<file path="config.mk">
export PLATFORM = sky130hd
export DESIGN_NAME = alu_divu_seq
export DESIGN_NICKNAME = d
export VERILOG_FILES = /design/src/rtl/alu_divu_seq_pkg.sv /design/src/rtl/alu_divu_seq.sv
export SDC_FILE = /design/constraint.sdc
export NUM_CORES = 1
export LEC_CHECK = 0
export BUFFER_PORTS_ARGS = -buffer_cell sky130_fd_sc_hd__buf_2
export CORE_ASPECT_RATIO = 0.75
export CORE_MARGIN = 1.5
export CORE_UTILIZATION = 44
export CTS_BUF_LIST = sky130_fd_sc_hd__clkbuf_16
export DETAILED_ROUTE_END_ITERATION = 10
export HOLD_SLACK_MARGIN = 0.12
export PLACE_DENSITY = 0.77
export SLEW_MARGIN = 20
export SYNTH_ARGS = -nofsm -noshare
export SYNTH_HDL_FRONTEND = slang
export SYNTH_SLANG_ARGS = --single-unit
</file>
<file path="constraint.sdc">
create_clock -name clk -period 2.9 [get_ports clk]
set_input_delay 0.145 -clock clk [delete_from_list [all_inputs] [get_ports clk]]
set_output_delay 0.145 -clock clk [all_outputs]
set_load 0.01 [all_outputs]
</file>
<file path="src/rtl/alu_divu_seq_pkg.sv">
// Shared ALU signal codes and state encoding for the sequential unsigned divider.
package alu_divu_seq_pkg;

  localparam logic [2:0] SIG_ADD = 3'b010;
  localparam logic [2:0] SIG_SLT = 3'b111;

  localparam logic [5:0] DIV_STEPS = 6'd32;

  typedef enum logic [2:0] {
    ST_IDLE  = 3'd0,
    ST_SHIFT = 3'd1,
    ST_CMP   = 3'd2,
    ST_SUB   = 3'd3,
    ST_FIN   = 3'd4
  } state_e;

endpackage

</file>
<file path="src/rtl/alu_divu_seq.sv">
// Restoring 32-bit unsigned divider that borrows the shared EX-stage ALU for
// every compare and subtract through a req/gnt handshake.
module alu_divu_seq
  import alu_divu_seq_pkg::*;
(
  input  logic        clk,
  input  logic        rst,
  input  logic        start,
  input  logic [31:0] dividend,
  input  logic [31:0] divisor,
  output logic        busy,
  output logic        done,
  output logic [31:0] quotient,
  output logic [31:0] remainder,
  output logic        div_by_zero,
  output logic        alu_req,
  input  logic        alu_gnt,
  output logic [31:0] alu_a,
  output logic [31:0] alu_b,
  output logic [2:0]  alu_signal,
  output logic        alu_inv,
  input  logic [31:0] alu_result
);

  state_e      state_q, state_d;
  logic [31:0] rem_q, rem_d;
  logic        rem_c_q, rem_c_d;
  logic [31:0] quo_q, quo_d;
  logic [31:0] dvs_q, dvs_d;
  logic [5:0]  cnt_q, cnt_d;
  logic        dbz_q, dbz_d;

  always_ff @(posedge clk or posedge rst) begin
    if (rst) begin
      state_q <= ST_IDLE;
      rem_q   <= '0;
      rem_c_q <= 1'b0;
      quo_q   <= '0;
      dvs_q   <= '0;
      cnt_q   <= '0;
      dbz_q   <= 1'b0;
    end else begin
      state_q <= state_d;
      rem_q   <= rem_d;
      rem_c_q <= rem_c_d;
      quo_q   <= quo_d;
      dvs_q   <= dvs_d;
      cnt_q   <= cnt_d;
      dbz_q   <= dbz_d;
    end
  end

  always_comb begin
    state_d    = state_q;
    rem_d      = rem_q;
    rem_c_d    = rem_c_q;
    quo_d      = quo_q;
    dvs_d      = dvs_q;
    cnt_d      = cnt_q;
    dbz_d      = dbz_q;
    alu_req    = 1'b0;
    alu_a      = '0;
    alu_b      = '0;
    alu_signal = '0;
    alu_inv    = 1'b0;

    case (state_q)
      ST_IDLE: begin
        if (start) begin
          quo_d   = dividend;
          rem_d   = '0;
          rem_c_d = 1'b0;
          dvs_d   = divisor;
          cnt_d   = DIV_STEPS;
          dbz_d   = 1'b0;
          if (divisor == '0) begin
            dbz_d   = 1'b1;
            quo_d   = '1;
            rem_d   = dividend;
            state_d = ST_FIN;
          end else begin
            state_d = ST_SHIFT;
          end
        end
      end

      // A carry out of the shift means the partial remainder already exceeds
      // any 32-bit divisor, so the compare can be skipped.
      ST_SHIFT: begin
        rem_c_d = rem_q[31];
        rem_d   = {rem_q[30:0], quo_q[31]};
        quo_d   = {quo_q[30:0], 1'b0};
        state_d = rem_q[31] ? ST_SUB : ST_CMP;
      end

      ST_CMP: begin
        alu_req    = 1'b1;
        alu_a      = rem_q;
        alu_b      = dvs_q;
        alu_signal = SIG_SLT;
        alu_inv    = 1'b1;
        if (alu_gnt) begin
          if (!rem_c_q && alu_result[0]) begin
            cnt_d   = cnt_q - 6'd1;
            state_d = (cnt_q == 6'd1) ? ST_FIN : ST_SHIFT;
          end else begin
            state_d = ST_SUB;
          end
        end
      end

      // The wrapped 32-bit difference is exact even when rem_c is set.
      ST_SUB: begin
        alu_req    = 1'b1;
        alu_a      = rem_q;
        alu_b      = dvs_q;
        alu_signal = SIG_ADD;
        alu_inv    = 1'b1;
        if (alu_gnt) begin
          rem_d   = alu_result;
          rem_c_d = 1'b0;
          quo_d   = {quo_q[31:1], 1'b1};
          cnt_d   = cnt_q - 6'd1;
          state_d = (cnt_q == 6'd1) ? ST_FIN : ST_SHIFT;
        end
      end

      ST_FIN: state_d = ST_IDLE;

      default: state_d = ST_IDLE;
    endcase
  end

  assign busy        = (state_q != ST_IDLE);
  assign done        = (state_q == ST_FIN);
  assign quotient    = quo_q;
  assign remainder   = rem_q;
  assign div_by_zero = dbz_q;

endmodule

</file>
== Word level (Yosys, flattened, before mapping) ==
Cells that the tools add are included.
Storage, ports and cells
  register bits: 107
  word-level logic and storage cells: 62
Operators by class
  $add $sub $neg: 1
  eq/ne operators: 9
  multiplexer cells: 29
  bitwise gates (word level): 1
  reduce and logical (&&, ||, !) cells: 14
Operators by type and width (count)
  32-bit 2-to-1 mux: 7
  32-bit case mux with 3 select lines: 2
  32-bit zero test: 1
  6-bit 2-to-1 mux: 4
  3-bit 2-to-1 mux: 6
  6-bit case mux with 3 select lines: 1
  3-bit case mux with 4 select lines: 1
  3-bit AND reduction: 3
  3-bit nonzero test: 3
  2-bit != test, second input constant: 4
  3-bit by 2-bit == test with 1-bit output, second input constant: 2
  6-bit by 1-bit == test with 1-bit output, second input constant: 1
  1-bit 2-to-1 mux: 6
  3-bit case mux with 2 select lines: 1
  6-bit by 1-bit subtractor with 6-bit output, second input constant: 1
  5-bit AND reduction: 1
  3-bit by 1-bit == test with 1-bit output, second input constant: 1
  3-bit == test, second input constant: 1
  3-bit zero test: 1
  1-bit case mux with 3 select lines: 1
  2-bit AND reduction: 1
  2-bit nonzero test: 1
  2-bit OR reduction: 1
  1-bit logical AND: 1
  2 further kinds: 2

== Logic depth before layout (Yosys ltp) ==
  word-level depth: 5
  depth in mapped cells: 7
  depth with buffers taken out: 5

== Worst setup path before layout ==
Ideal clock, no wire load.
  path type: register to register
  from: register state_q[1]
  to: register rem_q[0], in the netlist remainder[0]
  library setup time: 124 ps
  arrival: 1434 ps
  data required time: 2776 ps
  setup slack: 1341 ps
  cell stages (with the launch flop): 8
  path through: dfrtp_1 -> buf_2 -> o21bai_2 -> a21oi_1 -> buf_4 -> buf_4 -> mux2i_1 -> o21ai_1
On the way
  word-level cells in the longest chain between the ends: 3
  elaborated cells between the ends (all ways): 8
  those cells by class: eq/ne: 4; mux: 1; reduce/logical: 3
Ends and longest elaborated chain
  start, declared: RTL line alu_divu_seq.sv:25  | state_e state_q, state_d;
  start signal, assigned: RTL line alu_divu_seq.sv:43  | state_q <= state_d;
  3-bit by 2-bit == test with 1-bit output (tied with other cells): RTL line alu_divu_seq.sv:67  | case (state_q)
  2-bit != test (no source line) or 3-bit nonzero test (tied branches)
  3-bit AND reduction (no source line)
  end signal, assigned: RTL line alu_divu_seq.sv:44  | rem_q <= rem_d;
  end, declared: RTL line alu_divu_seq.sv:26  | logic [31:0] rem_q, rem_d;
Parallel ways exist; a longest one is shown, timed or not.
A chain may end at the register's enable or synchronous reset.

== Worst setup path after layout ==
  from: register state_q[0]
  to: register rem_q[9], in the netlist remainder[9]
Same word-level chain as after synthesis.

==> impl_metrics.yaml <==
detailed_routing:
  viasPerCell: 5.30
  vias: 5772
  routedWlPerCell_um: 16.3
  firstDrtPassIters: 5
  drt-initial-drc-count: 397
  ant_nets: 0
  wl_um: 17700
  drc_errors: 0
synth:
  synth_common_cells: "nand2_1 (137), dfrtp_1 (107), mux2i_1 (66), nor2_1 (66), and2_1 (64)"
  synth_edf_count: 0
  synth_most_common_cell: "nand2_1"
  synth_warnings: 0
  ys_types: 38
  ys_top_cells_by_area: "dfrtp_1 (47%), mux2i_1 (12%), nand2_1 (9.0%)"
  async_reset_ff_frac: 1.00
  synth_top_area_cell: "dfrtp_1"
  synthCells: 644
  seq_area_frac_synth: 0.468
  synth_top_area_frac: 0.468
  mappedNetlistArea_um2: 5720
  syn_area_per_cell_um2: 8.89
  syn-num-nets: 746
  synth_flop_cell: "dfrtp_1"
  ys_ff_latch: 107
timing:
  setup_tns_ns: 0
  rsz0062_at_grt: "false"
  fin_crit_sh: 0.888
  period_minus_slack_ns: 2.57
  final-max-slew-violation-count: 0
  final_hold_viol_count: 0
  setup_viol: 0
  worst_slew_margin_rel: 0.477
  fmax_ghz: 0.388
  worst_pin_slew_ns: 0.783
  clock-skew-final_ns: 0.00915
cells_and_area:
  instances_no_fill: 1089
  drive_above_1_share: 0.295
  syn_to_final_growth_pct: 39.7
  nNetsFinal: 1020
  stdcell_area_um2: 8000
  antennaDiodeCount: 0
  nFillCells: 1034
global_route:
  globalRouteTotalUtil: 0.264
  grt_max_degree: 63
  grt_overflow: 0
  grt_pass1_vias: 5518
  antenna_found_initial: 1
  grt_pass1_wl_um: 28300
pwr:
  leakagePower_nw: 4.20
  ir_drop_mv: 0.550
  power.density_nw_per_um2: 1060
  power.total_mw: 8.49
setup_path:
  critPathKind: "reg -> reg"
  cpPeakStageDelay_ns: 0.72
  crit_arrival_ns: 2.82
  cp.required_ns: 3.14
  cp-end-kind: "flip-flop"
  cp-start-kind: "flip-flop"
  slowest_stage: "nand3_2"
  path_max_fanout: 32
  worstPathCellList: "o21bai_2 > a21oi_4 > nand3_2 > o21ai_1"
clocking:
  clock-sinks: 107
  clock_latency_ns: 0.34
  h-tree-depth: 3
  cts_resized: 0
  clk_path_buf_depth: 2
  cts_tree: "built"
  cts_made_buffers: 9
  cts_root_buf: "clkbuf_16"
  cts.clk_slew.worst_paths_ns: 0.07
floorplanning:
  ios: 236
  die_area_um2: 13700
  die_x_um: 135
  die_h_um: 102
  num_rows: 35
  start_util: 0.459
  core_area_um2: 12500
placement:
  dp_hpwl_um: 11700
  gp_congestion: 0.809
  place_inst: 1008
  io_buffers: 235
  dpl_cell_area_um2: 7040
job:
  drv_cap: 0
min_path:
  min_path_type: "in -> reg"
run_status:
  status: "complete, no violations"
layout make-up:
cell class                      instances  area [um2]  area share
Tap cell                              166         208      0.0260
Multi-Input combinational cell        482        2820       0.352
Inverter                                5        22.5     0.00282
Sequential cell                       107        2680       0.335
Clock inverter                          7        83.8      0.0105
Clock buffer                            9         225      0.0282
Timing Repair Buffer                  313        1960       0.245
worst max-delay path: cells and delay by family, from the launching register on:
kind	cells	cell delay [ns]
AOI/OAI and AO/OA	3	1.08
and+or+nand+nor	1	0.72
DFF	1	0.67
per-layer routing:
metal / wire length [um] / track usage
met3: 1010 / 0.0536
met1: 7740 / 0.356
met5: 7 / 0
met4: 741 / 0.127
met2: 8220 / 0.410
cell families after synthesis:
kind of cell | synth area share
multiplexers | 0.115
adder cells (fa/ha/maj) | 0.00437
flip-flops | 0.468
AND/OR/NAND/NOR | 0.242
AO/OA/AOI/OAI | 0.126
buffers and inverters | 0.0448
where the power goes:
| group | switching [mW] | internal, mW |
|---|---|---|
| combinational | 2.51 | 1.92 |
| clock | 0.532 | 0.747 |
| sequential | 0.584 | 2.19 |
cells in the final DEF, fill, tap and decap left out, types with 3 or more instances in the layout:
cell type	n
a21boi_1	31
a21oi_1	4
a31oi_1	32
and2_1	64
and4_1	3
buf_12	3
buf_2	235
buf_4	10
clkbuf_16	9
dfrtp_1	106
dlygate4sd3_1	65
inv_1	5
mux2i_1	66
nand2_1	137
nand3_1	4
nor2_1	66
nor4_1	9
o21ai_0	4
o21ai_1	34
or3_1	3
metrics by stage:
| step | worst slack (ns) | utilization | hold WS, ns |
|---|---|---|---|
| 6_report | 0.326 | 0.641 | 0.179 |
| 5_1_grt | 0.160 | 0.641 | 0.218 |
| 4_1_cts | 0.351 | 0.641 | 0.176 |
| 3_5_place_dp | 0.392 | 0.564 | 0.217 |
| 3_3_place_gp | 0.487 | 0.564 | 0.214 |
| 2_1_floorplan | 1.34 | - | 0.250 |
what timing repair did:
action / 4_1_cts / 5_1_grt
buffers inserted: 0 / 0
endpoints found under the hold margin: 86 / 0
hold buffers: 65 / 0
worst paths after layout:
kind	slack (ns)	depth (start not counted)	to	startpoint
setup / recovery	0.33	4	remainder[9]	state_q[0]
hold / removal	0.18	5	remainder[10]	alu_result[10]
setup reg to reg	0.33	4	remainder[9]	state_q[0]
hold reg to reg	0.47	2	dvs_q[11]	dvs_q[11]
max in group asynchronous	1.56	4	state_q[1]	rst
min in group asynchronous	0.39	3	remainder[14]	rst
sequential cells by signal (all words and copies together), names as in the netlist:
signal       cells
dvs_q           32
quotient        32
remainder       32
cnt_q            6
state_q          3
div_by_zero      1
rem_c_q          1
No activity file was read; power rests on OpenSTA's default activity.
